$ cat config.mk
export PLATFORM = sky130hd
export DESIGN_NAME = regfile_wb_arbiter
export DESIGN_NICKNAME = d
export VERILOG_FILES = /design/src/rtl/regfile_wb_arbiter.sv
export SDC_FILE = /design/constraint.sdc
export NUM_CORES = 1
export LEC_CHECK = 0
export CAP_MARGIN = 20
export CELL_PAD_IN_SITES_DETAIL_PLACEMENT = 1
export CELL_PAD_IN_SITES_GLOBAL_PLACEMENT = 2
export CORE_ASPECT_RATIO = 0.9
export CORE_MARGIN = 4
export CORE_UTILIZATION = 22
export CTS_BUF_LIST = sky130_fd_sc_hd__clkbuf_8
export CTS_CLUSTER_SIZE = 40
export DETAILED_ROUTE_END_ITERATION = 6
export PLACE_DENSITY_LB_ADDON = 0.12
export SYNTH_ARGS = -nofsm -noshare
export SYNTH_HDL_FRONTEND = slang
export SYNTH_SLANG_ARGS = --single-unit
$ cat constraint.sdc
create_clock -name clk -period 2.76 [get_ports clk]
set_input_delay 0.828 -clock clk [delete_from_list [all_inputs] [get_ports clk]]
set_output_delay 0.828 -clock clk [all_outputs]
set_load 0.005 [all_outputs]
$ cat src/rtl/regfile_wb_arbiter.sv
// rtl/regfile_wb_arbiter.sv - round-robin write-back arbiter with a one-entry register file write stage
module regfile_wb_arbiter #(
  parameter int DATA_W = 32,
  parameter int ADDR_W = 5
) (
  input  logic              clk,
  input  logic              rst,
  input  logic              req0_valid_i,
  input  logic [ADDR_W-1:0] req0_addr_i,
  input  logic [DATA_W-1:0] req0_data_i,
  output logic              req0_ready_o,
  input  logic              req1_valid_i,
  input  logic [ADDR_W-1:0] req1_addr_i,
  input  logic [DATA_W-1:0] req1_data_i,
  output logic              req1_ready_o,
  input  logic [ADDR_W-1:0] rd_addr0_i,
  input  logic [ADDR_W-1:0] rd_addr1_i,
  output logic              hazard0_o,
  output logic              hazard1_o,
  output logic              we_o,
  output logic [ADDR_W-1:0] wr_addr0_o,
  output logic [DATA_W-1:0] wr_data_o,
  output logic [31:0]       commit_cnt_o
);

  // Which requester won the most recent grant; the other one wins the next conflict.
  typedef enum logic {
    LAST_REQ0 = 1'b0,
    LAST_REQ1 = 1'b1
  } last_grant_t;

  last_grant_t       last_q;
  last_grant_t       last_d;
  logic              grant0;
  logic              grant1;
  logic [ADDR_W-1:0] sel_addr;
  logic [DATA_W-1:0] sel_data;
  logic              we_q;
  logic [ADDR_W-1:0] wr_addr_q;
  logic [DATA_W-1:0] wr_data_q;
  logic [31:0]       commit_cnt_q;

  // Grant selection: lone requester wins, a conflict goes to whoever was not granted last.
  always_comb begin
    grant0 = 1'b0;
    grant1 = 1'b0;
    last_d = last_q;
    if (!rst) begin
      if (req0_valid_i && (!req1_valid_i || last_q == LAST_REQ1)) begin
        grant0 = 1'b1;
      end else if (req1_valid_i) begin
        grant1 = 1'b1;
      end
    end
    if (grant0) begin
      last_d = LAST_REQ0;
    end else if (grant1) begin
      last_d = LAST_REQ1;
    end
  end

  assign req0_ready_o = grant0;
  assign req1_ready_o = grant1;
  assign sel_addr     = grant1 ? req1_addr_i : req0_addr_i;
  assign sel_data     = grant1 ? req1_data_i : req0_data_i;

  // Last-grant pointer; reset points at req1 so req0 takes the first conflict.
  always_ff @(posedge clk or posedge rst) begin
    if (rst) begin
      last_q <= LAST_REQ1;
    end else begin
      last_q <= last_d;
    end
  end

  // Output stage: capture the accepted request; r0 writes are captured but never enabled.
  always_ff @(posedge clk or posedge rst) begin
    if (rst) begin
      we_q      <= 1'b0;
      wr_addr_q <= '0;
      wr_data_q <= '0;
    end else if (grant0 || grant1) begin
      we_q      <= (sel_addr != '0);
      wr_addr_q <= sel_addr;
      wr_data_q <= sel_data;
    end else begin
      we_q      <= 1'b0;
    end
  end

  // Commit counter: one per cycle spent with the write enable high, free-running wrap.
  always_ff @(posedge clk or posedge rst) begin
    if (rst) begin
      commit_cnt_q <= 32'd0;
    end else if (we_q) begin
      commit_cnt_q <= commit_cnt_q + 32'd1;
    end
  end

  assign we_o         = we_q;
  assign wr_addr0_o   = wr_addr_q;
  assign wr_data_o    = wr_data_q;
  assign commit_cnt_o = commit_cnt_q;

  // A read of a register whose write is sitting in the stage must wait; r0 never conflicts.
  assign hazard0_o = we_q && (rd_addr0_i == wr_addr_q) && (rd_addr0_i != '0);
  assign hazard1_o = we_q && (rd_addr1_i == wr_addr_q) && (rd_addr1_i != '0);

endmodule
==> results.md, run 1 <==
* Diode count at 0
* Fillers at 1566
* Sequential cell area at 1780 µm²
* Initial antenna violation count at 0
* Type of origin of the critical path: primary input
* CP Capture Point: req1_ready_o
* Initial core utilization at 22.9%
* Area leader, netlist: dfrtp_1
* Leak pwr at 2.40 nW
* Global route overflow at 0
* Area delta synth->final at 63.2%
* CTS tree: done
* WL/cell at 17.3 µm
* Final Critical Period at 2.64 ns
* Crit end category: output port
* FF-to-FF setup slack at 0.65 ns
* Post-synthesis register bit count at 71
* Max Clock Skew at 0.00836 ns
* Final hold violation count at 0
* Chip width at 137 µm
* Drt first pass iters at 7
* DR DRC count at 0
* Drt initial violations at 194
* HP Class: register to register
* Critical-path top delay cell: clkdlybuf4s50_1
* Core Box Area at 14300 µm²
* Final wirelength at 11300 µm
* Final setup TNS at 0 ns
* Total CTS buffers at 9
* Finished Layout Cells at 652
* CTS sink count at 71
* Tot GR Track Use at 13.8%
* Syn_nets at 378
* IO buf count at 161
* Outcome: complete, no violations
* Cell count after placement at 639
* Max_cap viols at 0
* Vias in the first global route at 3256
* Syn_area_per_cell at 11.3 µm²
* Row count at 41
* Clock slew at reported path FFs at 0.07 ns
* Syn. warnings at 0
* Post-synth cell types at 33
* Seq/Total Area, Yosys at 54.4%
* Period utilisation layout at 95.7%
* Routability Congestion at 0.702
* Fmax at 379 MHz
* R2r worst-path depth at 4
* Critical path data required time at 1.93 ns
* Share of cells above drive strength 1 at 9.15%
* Multi-input gate area at 1310 µm²
* Clk root buf: clkbuf_8
* Pwr per Cell Area at 539 nW/µm²
* Reg-to-Reg End: commit_cnt_o[31]
* RSZ-0062 raised after global routing: no
* Worst VDD drop at 0.283 mV
* Nets at 546
* Hold_ws at 0.478 ns
* DIE AREA at 16900 µm²
* Synth top area share at 53.6%
* Buf/Inv on CP at 3
* Max Buffers Root-to-Sink at 2
* Critical Path Source: req0_valid_i
* Hold_buf cts at 0
* Max Fanout on Critical Path at 2
* First-pass GRT wire length at 17800 µm
* Die H at 124 µm
* CTS H-tree lvls at 3
* Worst path depth at 4
* Cell Area, Synth at 3270 µm²
* Post-CTS Setup Repair Bufs at 0
* Worst skew pair latency at 0.35 ns
* Crit-path cells: clkdlybuf4s50_1, buf_4, a21oi_4, dlygate4sd2_1
* Critical path class: primary input to output port
* Largest net degree at the start of global routing at 72
* R2R Path Start: we_o
* Synth Instances at 289
* CP max stage delay at 0.43 ns
* Post-route ant nets at 0
* Via count at 2958
* Dpl hpwl at 8340 µm
* Max-slew headroom at the worst pin at 36.1%
* CP top delay family: buffers and inverters
* Worst slew pin tran at 0.958 ns
* Final setup fails at 0
* I/O pins at 162
* Max Transition Viols Final at 0
* Area contributors post-synth: dfrtp_1 (54%), a222oi_1 (9.8%), xnor2_1 (5.6%)
* Vias/cell at 4.54
* Critical Path AT at 1.81 ns
-- cell usage after synthesis, drive strengths merged --
cell type / n
dfstp: 1
nand4: 7
nor3: 13
o21ai: 7
xor2: 18
nand3: 6
inv: 40
nand2b: 3
or4: 3
xnor2: 21
or2: 1
buf: 3
a221oi: 1
a222oi: 32
mux2i: 5
and2: 1
dfrtp: 70
nor3b: 2
ha: 1
nor4: 7
and4: 4
nand2: 18
a21oi: 4
clkbuf: 11
nor2: 9
mux2: 1
-- power by group --
group          switching [mW]  internal [mW]  leakage (nW)
combinational           0.261          0.460          1.39
sequential              0.146           1.18         0.915
clock                   0.383          0.449        0.0985
-- cell families after synthesis --
group / share of synthesized area, %
adders and majority gates: 0.382
and+or+nand+nor: 14.3
buffers and inverters: 6.89
DFF: 54.4
xor gates and xnor gates: 10.4
muxes: 1.87
AOI/OAI and AO/OA: 11.7
-- metrics by stage --
stage	instance area, µm²	utilization [%]	setup slack (ns)	power, mW
2_1_floorplan	3280	-	0.0141	1.56
3_3_place_gp	5150	36.0	-0.361	2.07
3_5_place_dp	5150	36.0	-0.379	2.08
4_1_cts	5330	37.2	0.0167	2.96
5_1_grt	5340	37.3	0.0479	3.08
6_report	5340	37.3	0.120	2.88
-- layout make-up --
type	instances	share of cell area (%)
Clock inverter	2	0.633
Multi-Input combinational cell	164	24.4
Tap cell	193	4.52
Sequential cell	71	33.3
Inverter	40	2.88
Timing Repair Buffer	171	31.4
Clock buffer	11	2.84
-- per-layer routing --
| metal | wire length [µm] | vias to the layer above | GRT usage [%] |
|---|---|---|---|
| met5 | 0 | - | 0 |
| met2 | 5210 | 112 | 21.2 |
| li1 | - | 1376 | - |
| met4 | 145 | 0 | 4.16 |
| met3 | 1440 | 11 | 8.84 |
| met1 | 4480 | 1459 | 15.9 |
-- placed cells by master, fill, tap and decap left out, types with 4 or more instances in the layout --
cell type and n:
and4_1 4, xor2_1 18, nand2_1 18, nor2_1 9, clkdlybuf4s50_1 148, nand3_1 6
a222oi_1 32, buf_4 10, dfrtp_1 70, xnor2_1 21, o21ai_0 6, dlygate4sd2_1 8
nor3_1 11, clkbuf_8 11, mux2i_1 5, nand4_1 5, inv_1 40
-- flip-flops by register name, summed over array words and instances, names as in the netlist --
signal / count
commit_cnt_o: 32
we_o: 1
wr_data_o: 32
last_q: 1
wr_addr0_o: 5
-- what timing repair did --
| action | CTS | global route |
|---|---|---|
| pin swaps | 4 | 4 |
| gates cloned | 0 | 0 |
| resized for setup | 19 | 3 |
| setup endpoints to repair | 4 | 2 |
-- how the worst min path moves through the flow --
stage,from,end,slack [ns],cells after the start
global route,commit_cnt_o[31],commit_cnt_o[31],0.50,1
global placement,commit_cnt_o[31],commit_cnt_o[31],0.46,1
floorplan,commit_cnt_o[31],commit_cnt_o[31],0.46,1
CTS,commit_cnt_o[31],commit_cnt_o[31],0.48,1
detailed placement,commit_cnt_o[31],commit_cnt_o[31],0.46,1
finish,commit_cnt_o[31],commit_cnt_o[31],0.48,1
Power figures use the tool's default switching activity.
==> run 2: changes to the inputs <==
Settings changed: MAX_ROUTING_LAYER from default to met4.
==> results.md, run 2 (synthesized netlist as in run 1, its figures left out) <==
* Outcome: complete, no violations
* Tot GR Track Use at 14.3%
* Post-route ant nets at 0
* Critical path class: primary input to output port
* Fmax at 378 MHz
* Critical path data required time at 1.93 ns
* Power Internal at 2.09 mW
* Combinational power share at 25.1%
* Cell count after placement at 639
* FF-to-FF setup slack at 0.65 ns
* Diode count at 0
* Max-slew headroom at the worst pin at 36.0%
* Hold_ws at 0.478 ns
* Final setup fails at 0
* Type of origin of the critical path: primary input
* Clk root buf: clkbuf_8
* Final Critical Period at 2.64 ns
* Final wirelength at 11300 µm
* Worst skew pair latency at 0.35 ns
* DR DRC count at 0
* Sequential power share at 46.0%
* RSZ-0062 raised after global routing: no
* Met1 Use GR at 16.7%
* Leak pwr at 2.40 nW
* Drt initial violations at 174
* Worst slew pin tran at 0.960 ns
* Initial core utilization at 22.9%
* Core Box Area at 14300 µm²
* Hold_buf cts at 0
* Worst VDD drop at 0.283 mV
* Area delta synth->final at 63.2%
* Global route overflow at 0
* Sw frac at 27.5%
* Post-CTS Setup Repair Bufs at 0
* Met3 Use GR at 7.84%
* Period utilisation layout at 95.8%
* I/O pins at 162
* HP Class: register to register
* Max_cap viols at 0
* DIE AREA at 16900 µm²
* Pwr per Cell Area at 539 nW/µm²
* Met2 GRT Util at 21.2%
* Sw Pwr at 0.790 mW
* Vias in the first global route at 3261
* Chip width at 137 µm
* GRT Max-Usage Layer: met2
* IO buf count at 161
* Final setup TNS at 0 ns
* Via count at 2957
* Max Transition Viols Final at 0
* Finished Layout Cells at 652
* Total power at 2.88 mW
* Die H at 124 µm
* Vias/cell at 4.54
* Most common cell after layout, fill and taps aside: clkdlybuf4s50_1
* Routability Congestion at 0.710
* R2r worst-path depth at 4
* Clock slew at reported path FFs at 0.07 ns
* Max Fanout on Critical Path at 2
* CTS tree: done
* Share of cells above drive strength 1 at 9.15%
* Total CTS buffers at 9
* Final core occ at 37.3%
* CTS sink count at 71
* First-pass GRT wire length at 17900 µm
* Crit end category: output port
* Max Buffers Root-to-Sink at 2
* WL/cell at 17.3 µm
* Row count at 41
* Critical Path AT at 1.82 ns
* Hold-critical path depth at 1
* Initial antenna violation count at 0
* Final hold violation count at 0
* Max Clock Skew at 0.00880 ns
* Most frequent cells in the layout: clkdlybuf4s50_1 (148), dfrtp_1 (70), inv_1 (40)
* Drt first pass iters at 7
* CTS H-tree lvls at 3
* Largest net degree at the start of global routing at 72
* Nets at 546
* Clk network pwr share at 28.9%
* Dpl hpwl at 8340 µm
[run 2: cell counts in the layout (fill, tap and decap cells not counted)]
Identical to the previous run, type by type.
[run 2: through the flow]
stage               instance area (µm²)  worst slack (ns)
finish                             5340             0.116
global route                       5340            0.0479
CTS                                5330            0.0167
detailed placement                 5150            -0.379
global placement                   5150            -0.361
floorplan                          3280            0.0141
[run 2: final cells by class]
type	instances	area (µm²)
multi-input combinational	164	1310
sequential	71	1780
clock buffer	11	151
inverter	40	154
clock inverter	2	33.8
timing repair buffer	171	1670
tap	193	241
fill	1566	8970
[run 2: repair_timing]
item,CTS,global route
setup endpoints to repair,4,2
gates cloned,0,0
pin swaps,4,4
resized for setup,19,3
[run 2: worst max-delay path, stage by stage]
cell and delay, ns:
clkdlybuf4s50_1 0.43, buf_4 0.16, a21oi_4 0.14, dlygate4sd2_1 0.26
[run 2: worst paths after layout]
kind                                  start               end
max                            req0_valid_i      req1_ready_o
min                        commit_cnt_o[31]  commit_cnt_o[31]
max reg2reg                            we_o  commit_cnt_o[31]
min reg2reg                commit_cnt_o[31]  commit_cnt_o[31]
max in group asynchronous               rst  commit_cnt_o[12]
min in group asynchronous               rst     wr_data_o[28]
[run 2: per-layer routing]
metal	wire length, µm	part of all wire, %
met3	1300	12
met5	0	0
met2	5220	46
met1	4590	41
met4	144	1.3
[run 2: power by group through the flow]
stage | combinational (mW) | sequential [mW] | clock, mW
6_report | 0.721 | 1.32 | 0.832
4_1_cts | 0.740 | 1.33 | 0.891
2_1_floorplan | 0.241 | 1.32 | 0
5_1_grt | 0.796 | 1.35 | 0.934
3_5_place_dp | 0.739 | 1.34 | 0
3_3_place_gp | 0.731 | 1.34 | 0
